[src/rtl/alu_wb_pkg.sv]
// Shared writeback definitions: widths, R15 index, sequencer states, ALU op encodings.
// Latency: n/a (constants and types only).
// Backpressure: n/a.
package alu_wb_pkg;

    // Datapath geometry shared by the ALU, decode and writeback
    localparam int WB_DATA_W  = 16;
    localparam int WB_RA_W    = 4;
    localparam int WB_R15_IDX = 15;
    localparam int WB_CNT_W   = 8;

    // Writeback sequencer states
    typedef enum logic [1:0] {
        IDLE   = 2'd0,
        WR_LO  = 2'd1,
        WR_R15 = 2'd2,
        EXC    = 2'd3
    } wb_state_t;

    // ALU op-code encodings; decode and writeback must agree on these
    localparam logic [3:0] OP_ADD = 4'h0;
    localparam logic [3:0] OP_SUB = 4'h1;
    localparam logic [3:0] OP_MUL = 4'h2;
    localparam logic [3:0] OP_DIV = 4'h3;
    localparam logic [3:0] OP_AND = 4'h4;
    localparam logic [3:0] OP_OR  = 4'h5;

    // Ops whose result carries a second half destined for R15
    function automatic logic op_writes_r15(input logic [3:0] op);
        return (op == OP_MUL) || (op == OP_DIV);
    endfunction

endpackage

[src/rtl/alu_writeback.sv]
// Sequences ALU results into the single-port regfile; mul/div add an R15 write, overflow raises an exception.
// Latency: accept N -> low write (or exception pulse) N+1, R15 write N+2.
// Backpressure: wb_ready low while a second cycle (R15 write or exception) is pending; inputs held by producer.
module alu_writeback
    import alu_wb_pkg::*;
#(
    parameter int DATA_W  = WB_DATA_W,
    parameter int RA_W    = WB_RA_W,
    parameter int R15_IDX = WB_R15_IDX,
    parameter int CNT_W   = WB_CNT_W
) (
    input  logic              clk,
    input  logic              rst,
    input  logic              wb_valid,
    output logic              wb_ready,
    input  logic [RA_W-1:0]   wb_dest,
    input  logic [DATA_W-1:0] wb_lo,
    input  logic [DATA_W-1:0] wb_r15,
    input  logic              wb_wr_r15,
    input  logic              wb_ov,
    input  logic [DATA_W-1:0] wb_pc,
    output logic              rf_we,
    output logic [RA_W-1:0]   rf_waddr,
    output logic [DATA_W-1:0] rf_wdata,
    output logic              exc_valid,
    output logic [DATA_W-1:0] exc_epc,
    output logic [CNT_W-1:0]  ov_count
);

    wb_state_t         state;
    logic [RA_W-1:0]   dest_q;
    logic [DATA_W-1:0] lo_q;
    logic [DATA_W-1:0] r15_q;
    logic              wr_r15_q;
    logic [DATA_W-1:0] pc_q;
    logic              accept;

    // A new result may land while idle, or while writing a single-write result
    assign wb_ready = (state == IDLE) || ((state == WR_LO) && !wr_r15_q);
    assign accept   = wb_valid && wb_ready;

    // Sequencer state, holding registers and saturating overflow counter
    always_ff @(posedge clk) begin
        if (rst) begin
            state    <= IDLE;
            dest_q   <= '0;
            lo_q     <= '0;
            r15_q    <= '0;
            wr_r15_q <= 1'b0;
            pc_q     <= '0;
            ov_count <= '0;
        end else begin
            if (accept) begin
                dest_q   <= wb_dest;
                lo_q     <= wb_lo;
                r15_q    <= wb_r15;
                wr_r15_q <= wb_wr_r15;
                pc_q     <= wb_pc;
                // Overflow wins over any requested R15 write
                state    <= wb_ov ? EXC : WR_LO;
            end else begin
                case (state)
                    WR_LO:   state <= wr_r15_q ? WR_R15 : IDLE;
                    WR_R15:  state <= IDLE;
                    EXC:     state <= IDLE;
                    default: state <= IDLE;
                endcase
            end
            if ((state == EXC) && (ov_count != {CNT_W{1'b1}})) begin
                ov_count <= ov_count + CNT_W'(1);
            end
        end
    end

    // Output decode from registered state; unused fields forced to zero
    always_comb begin
        rf_we     = 1'b0;
        rf_waddr  = '0;
        rf_wdata  = '0;
        exc_valid = 1'b0;
        exc_epc   = '0;
        case (state)
            WR_LO: begin
                rf_we    = 1'b1;
                rf_waddr = dest_q;
                rf_wdata = lo_q;
            end
            WR_R15: begin
                rf_we    = 1'b1;
                rf_waddr = RA_W'(R15_IDX);
                rf_wdata = r15_q;
            end
            EXC: begin
                exc_valid = 1'b1;
                exc_epc   = pc_q;
            end
            default: ;
        endcase
    end

endmodule

[config.mk]
export PLATFORM = sky130hd
export DESIGN_NAME = alu_writeback
export DESIGN_NICKNAME = d
export VERILOG_FILES = /design/src/rtl/alu_wb_pkg.sv /design/src/rtl/alu_writeback.sv
export SDC_FILE = /design/constraint.sdc
export NUM_CORES = 1
export LEC_CHECK = 0
export BUFFER_PORTS_ARGS = -buffer_cell sky130_fd_sc_hd__buf_2
export CORE_MARGIN = 2
export CORE_UTILIZATION = 49
export CTS_CLUSTER_SIZE = 14
export DETAILED_ROUTE_END_ITERATION = 8
export GPL_ROUTABILITY_DRIVEN = 0
export GPL_TIMING_DRIVEN = 0
export PLACE_DENSITY_LB_ADDON = 0.1
export SLEW_MARGIN = 30
export SYNTH_ARGS = -nofsm -noshare
export SYNTH_HDL_FRONTEND = slang
export SYNTH_SLANG_ARGS = --single-unit
[constraint.sdc]
create_clock -name clk -period 1.6 [get_ports clk]
set_input_delay 0 -clock clk [delete_from_list [all_inputs] [get_ports clk]]
set_output_delay 0 -clock clk [all_outputs]
set_load 0.02 [all_outputs]
==> results_dict.tcl <==
set metrics [dict create \
    finClkSkew_ps 5.97 \
    cts_buffers 9 \
    clockPowerShare_pct 39.5 \
    first_pass_iters 4 \
    finalSetupViolCount 0 \
    grt_pass1_wl_um 12900 \
    grt_start_max_net_pins 11 \
    wl_um 8940 \
    power_frac_seq_pct 43.2 \
    drt_iter0_drc 149 \
    ys_types 29 \
    hpwl_um 4990 \
    cp.required_ps 1600 \
    path_clk_slew_ps 70 \
    min_period_ps 1600 \
    hold_path_depth 2 \
    fin_setup_tns_ps 0 \
    max_freq_mhz 625 \
    switching_power_w 0.000998 \
    drtAntennaViolNets 0 \
    worst-path-max-fanout 10 \
    area_growth_pct 64.1 \
    p_comb_share_pct 17.3 \
    worstMarginPinSlew_ps 532 \
    fin_util_pct 82.8 \
    syn_nets 415 \
    fp.dieH_um 79.1 \
    r2r-end "r15_q[11]" \
    avgSynthCellArea_um2 7.82 \
    crit_arrival_ps 1600 \
    route.detailed.drc 0 \
    min_from "rst" \
    diodes 0 \
    fin_crit_sh_pct 100 \
    root_buffer "clkbuf_8" \
    clkLatencyLatePin_ps 340 \
    wl_per_cell_um 14.9 \
    rr_startpoint "state[1]" \
    reg2reg_depth 7 \
    drive_gt1_share_pct 34.0 \
    synthArstFlopShare_pct 0 \
    syn_area_mm2 0.00276 \
    hold_class "input port to register" \
    crit_path_end_kind "output port" \
    cts_htree_levels 3 \
    gr-usage-all-layers_pct 26.6 \
    die_area_mm2 0.00625 \
    status "finished clean" \
    synthCells 353 \
    relSlewSlack_pct 64.5 \
    p_sw_share_pct 25.1 \
    pwr_density_cell_mw_per_mm2 878 \
    p_leak_nw 1.91 \
    core-area_mm2 0.00547 \
    regToRegSetupSlack_ps 50 \
    cell_internal_pwr_w 0.00298 \
    crit_type "register to output port" \
    via_count 3086 \
    report.final.hold_viol_count 0 \
    synth-edff-count 0 \
    min_to "lo_q[3]" \
    register_area_mm2 0.00127 \
    rsz0062_at_grt "yes" \
    avgViaCountPerCell 5.13 \
    antenna_found_initial 0 \
    grt_pass1_vias 2835 \
    fill_cells 345 \
    initial_core_util_pct 50.4 \
    cts_tree "done" \
    yosysWarnings 0 \
    die_x_um 79.1 \
    synth_ff_type "dfxtp_1" \
    seq_area_frac_synth_pct 45.7 \
    num_rows 27 \
    maxSlewViolCount 0 \
    grt_overflow 0 \
    io_buffer_count 102 \
    synth-seq-cells 63 \
    cp-start-kind "register" \
    top_level_ports 104 \
    ir_drop_v 0.000732 \
    clock-sinks 63 \
    cap_violations 0 \
    fin_nets 586 \
    clock_tree.buffer_depth 2 \
    multi_input_area_mm2 0.00152 \
]
[placed cells by master (no fill, tap or decap), drive strengths merged]
| cell type | count |
|---|---|
| dlygate4sd3 | 54 |
| inv | 4 |
| bufinv | 2 |
| ha | 5 |
| or2 | 1 |
| nor2 | 11 |
| o211ai | 2 |
| clkbuf | 25 |
| nand4 | 1 |
| nand2b | 1 |
| and4 | 2 |
| a22oi | 16 |
| o21ai | 4 |
| and2 | 16 |
| a21oi | 60 |
| nor3 | 1 |
| o21a | 1 |
| buf | 120 |
| nand3 | 4 |
| xor2 | 1 |
| a21boi | 1 |
| nand2 | 108 |
| mux2i | 3 |
| clkinv | 1 |
| a311oi | 1 |
| nor2b | 21 |
| dfxtp | 63 |
[state kept, by name (all words and copies together), names as in the netlist]
name and cells:
dest_q 4, lo_q 16, ov_count 8, wr_r15_q 1, pc_q 16, state 2, r15_q 16
[cells by family after synthesis]
family,count (synthesis),share of synthesized area (%)
buffers and inverters,30,5.80
AND/OR/NAND/NOR,166,27.1
flip-flops,63,45.7
AO/OA/AOI/OAI,85,17.8
multiplexers,3,1.09
XOR/XNOR,1,0.317
adder cells (fa/ha/maj),5,2.27
[metrics by stage]
step           power (W)  hold WS [ps]  std cells  worst slack (ps)  instance area (µm²)
2_1_floorplan    0.00203           136        353              92.5                 2760
3_3_place_gp     0.00219           240        527             -69.5                 3360
3_5_place_dp     0.00220           247        527             -89.2                 3360
4_1_cts          0.00390          35.6        598             -14.5                 4250
5_1_grt          0.00413           123        601             -50.3                 4530
6_report         0.00398          93.4        601            0.0189                 4530
[worst max-delay path, cell delays in order (launching register included)]
cell	delay, ps
dfxtp_4	390
inv_2	70
ha_4	290
clkbuf_8	160
nor2b_1	170
buf_4	170
[power groups by stage]
stage                     sequential [W]  combinational [W]  clock (W)
final                            0.00172           0.000689    0.00157
after global routing             0.00172           0.000745    0.00166
after CTS                        0.00171           0.000609    0.00158
after detailed placement         0.00174           0.000464          0
after global placement           0.00174           0.000455          0
after floorplan                  0.00173           0.000302          0
[worst max-delay path by stage]
| stage | start | end | cells after the start |
|---|---|---|---|
| 3_3_place_gp | state[0] | exc_epc[11] | 5 |
| 3_5_place_dp | state[0] | exc_epc[11] | 5 |
| 6_report | state[0] | rf_wdata[4] | 5 |
| 5_1_grt | state[0] | rf_wdata[4] | 5 |
| 4_1_cts | state[1] | exc_epc[11] | 5 |
| 2_1_floorplan | ov_count[0] | ov_count[1] | 5 |
[metal layers]
metal | routed length, µm | up-vias | track usage [%]
li1 | - | 1507 | -
met1 | 3690 | 1477 | 31.8
met2 | 4740 | 88 | 45.8
met3 | 373 | 14 | 5.57
met4 | 140 | 0 | 12.1
met5 | 0 | - | 0
[repair_timing]
item,in CTS,in global routing
endpoints found under the setup margin,86,84
resized for setup,34,77
hold buffers,54,0
endpoints found under the hold margin,54,0
cloned,0,1
pin swaps,1,6
setup buffers,1,2
[cells in the mapped netlist, types with 2 or more instances]
cell,count,area share (%)
inv_1,4,0.54
dfxtp_1,63,46
buf_2,5,0.91
mux2i_1,3,1.1
and4_1,2,0.63
ha_1,5,2.3
buf_6,5,2.0
nor2b_1,20,4.5
and2_1,16,3.6
nand2_1,108,15
nand3_1,4,0.73
o21ai_0,2,0.36
a21oi_1,60,11
clkbuf_1,15,2.0
o211ai_1,2,0.54
nor2_1,11,1.5
a22oi_1,16,4.4
[area by class of cell]
class                   instances  share of cell area (%)
inverters                       4                   0.387
flip-flops and latches         63                    28.0
well taps                      72                    1.99
multi-input cells             260                    33.6
repair buffers                160                    25.2
clock buffers                  13                    3.51
plain buffers                  26                    5.91
clock inverters                 3                    1.44
No activity file was read; power rests on OpenSTA's default activity.
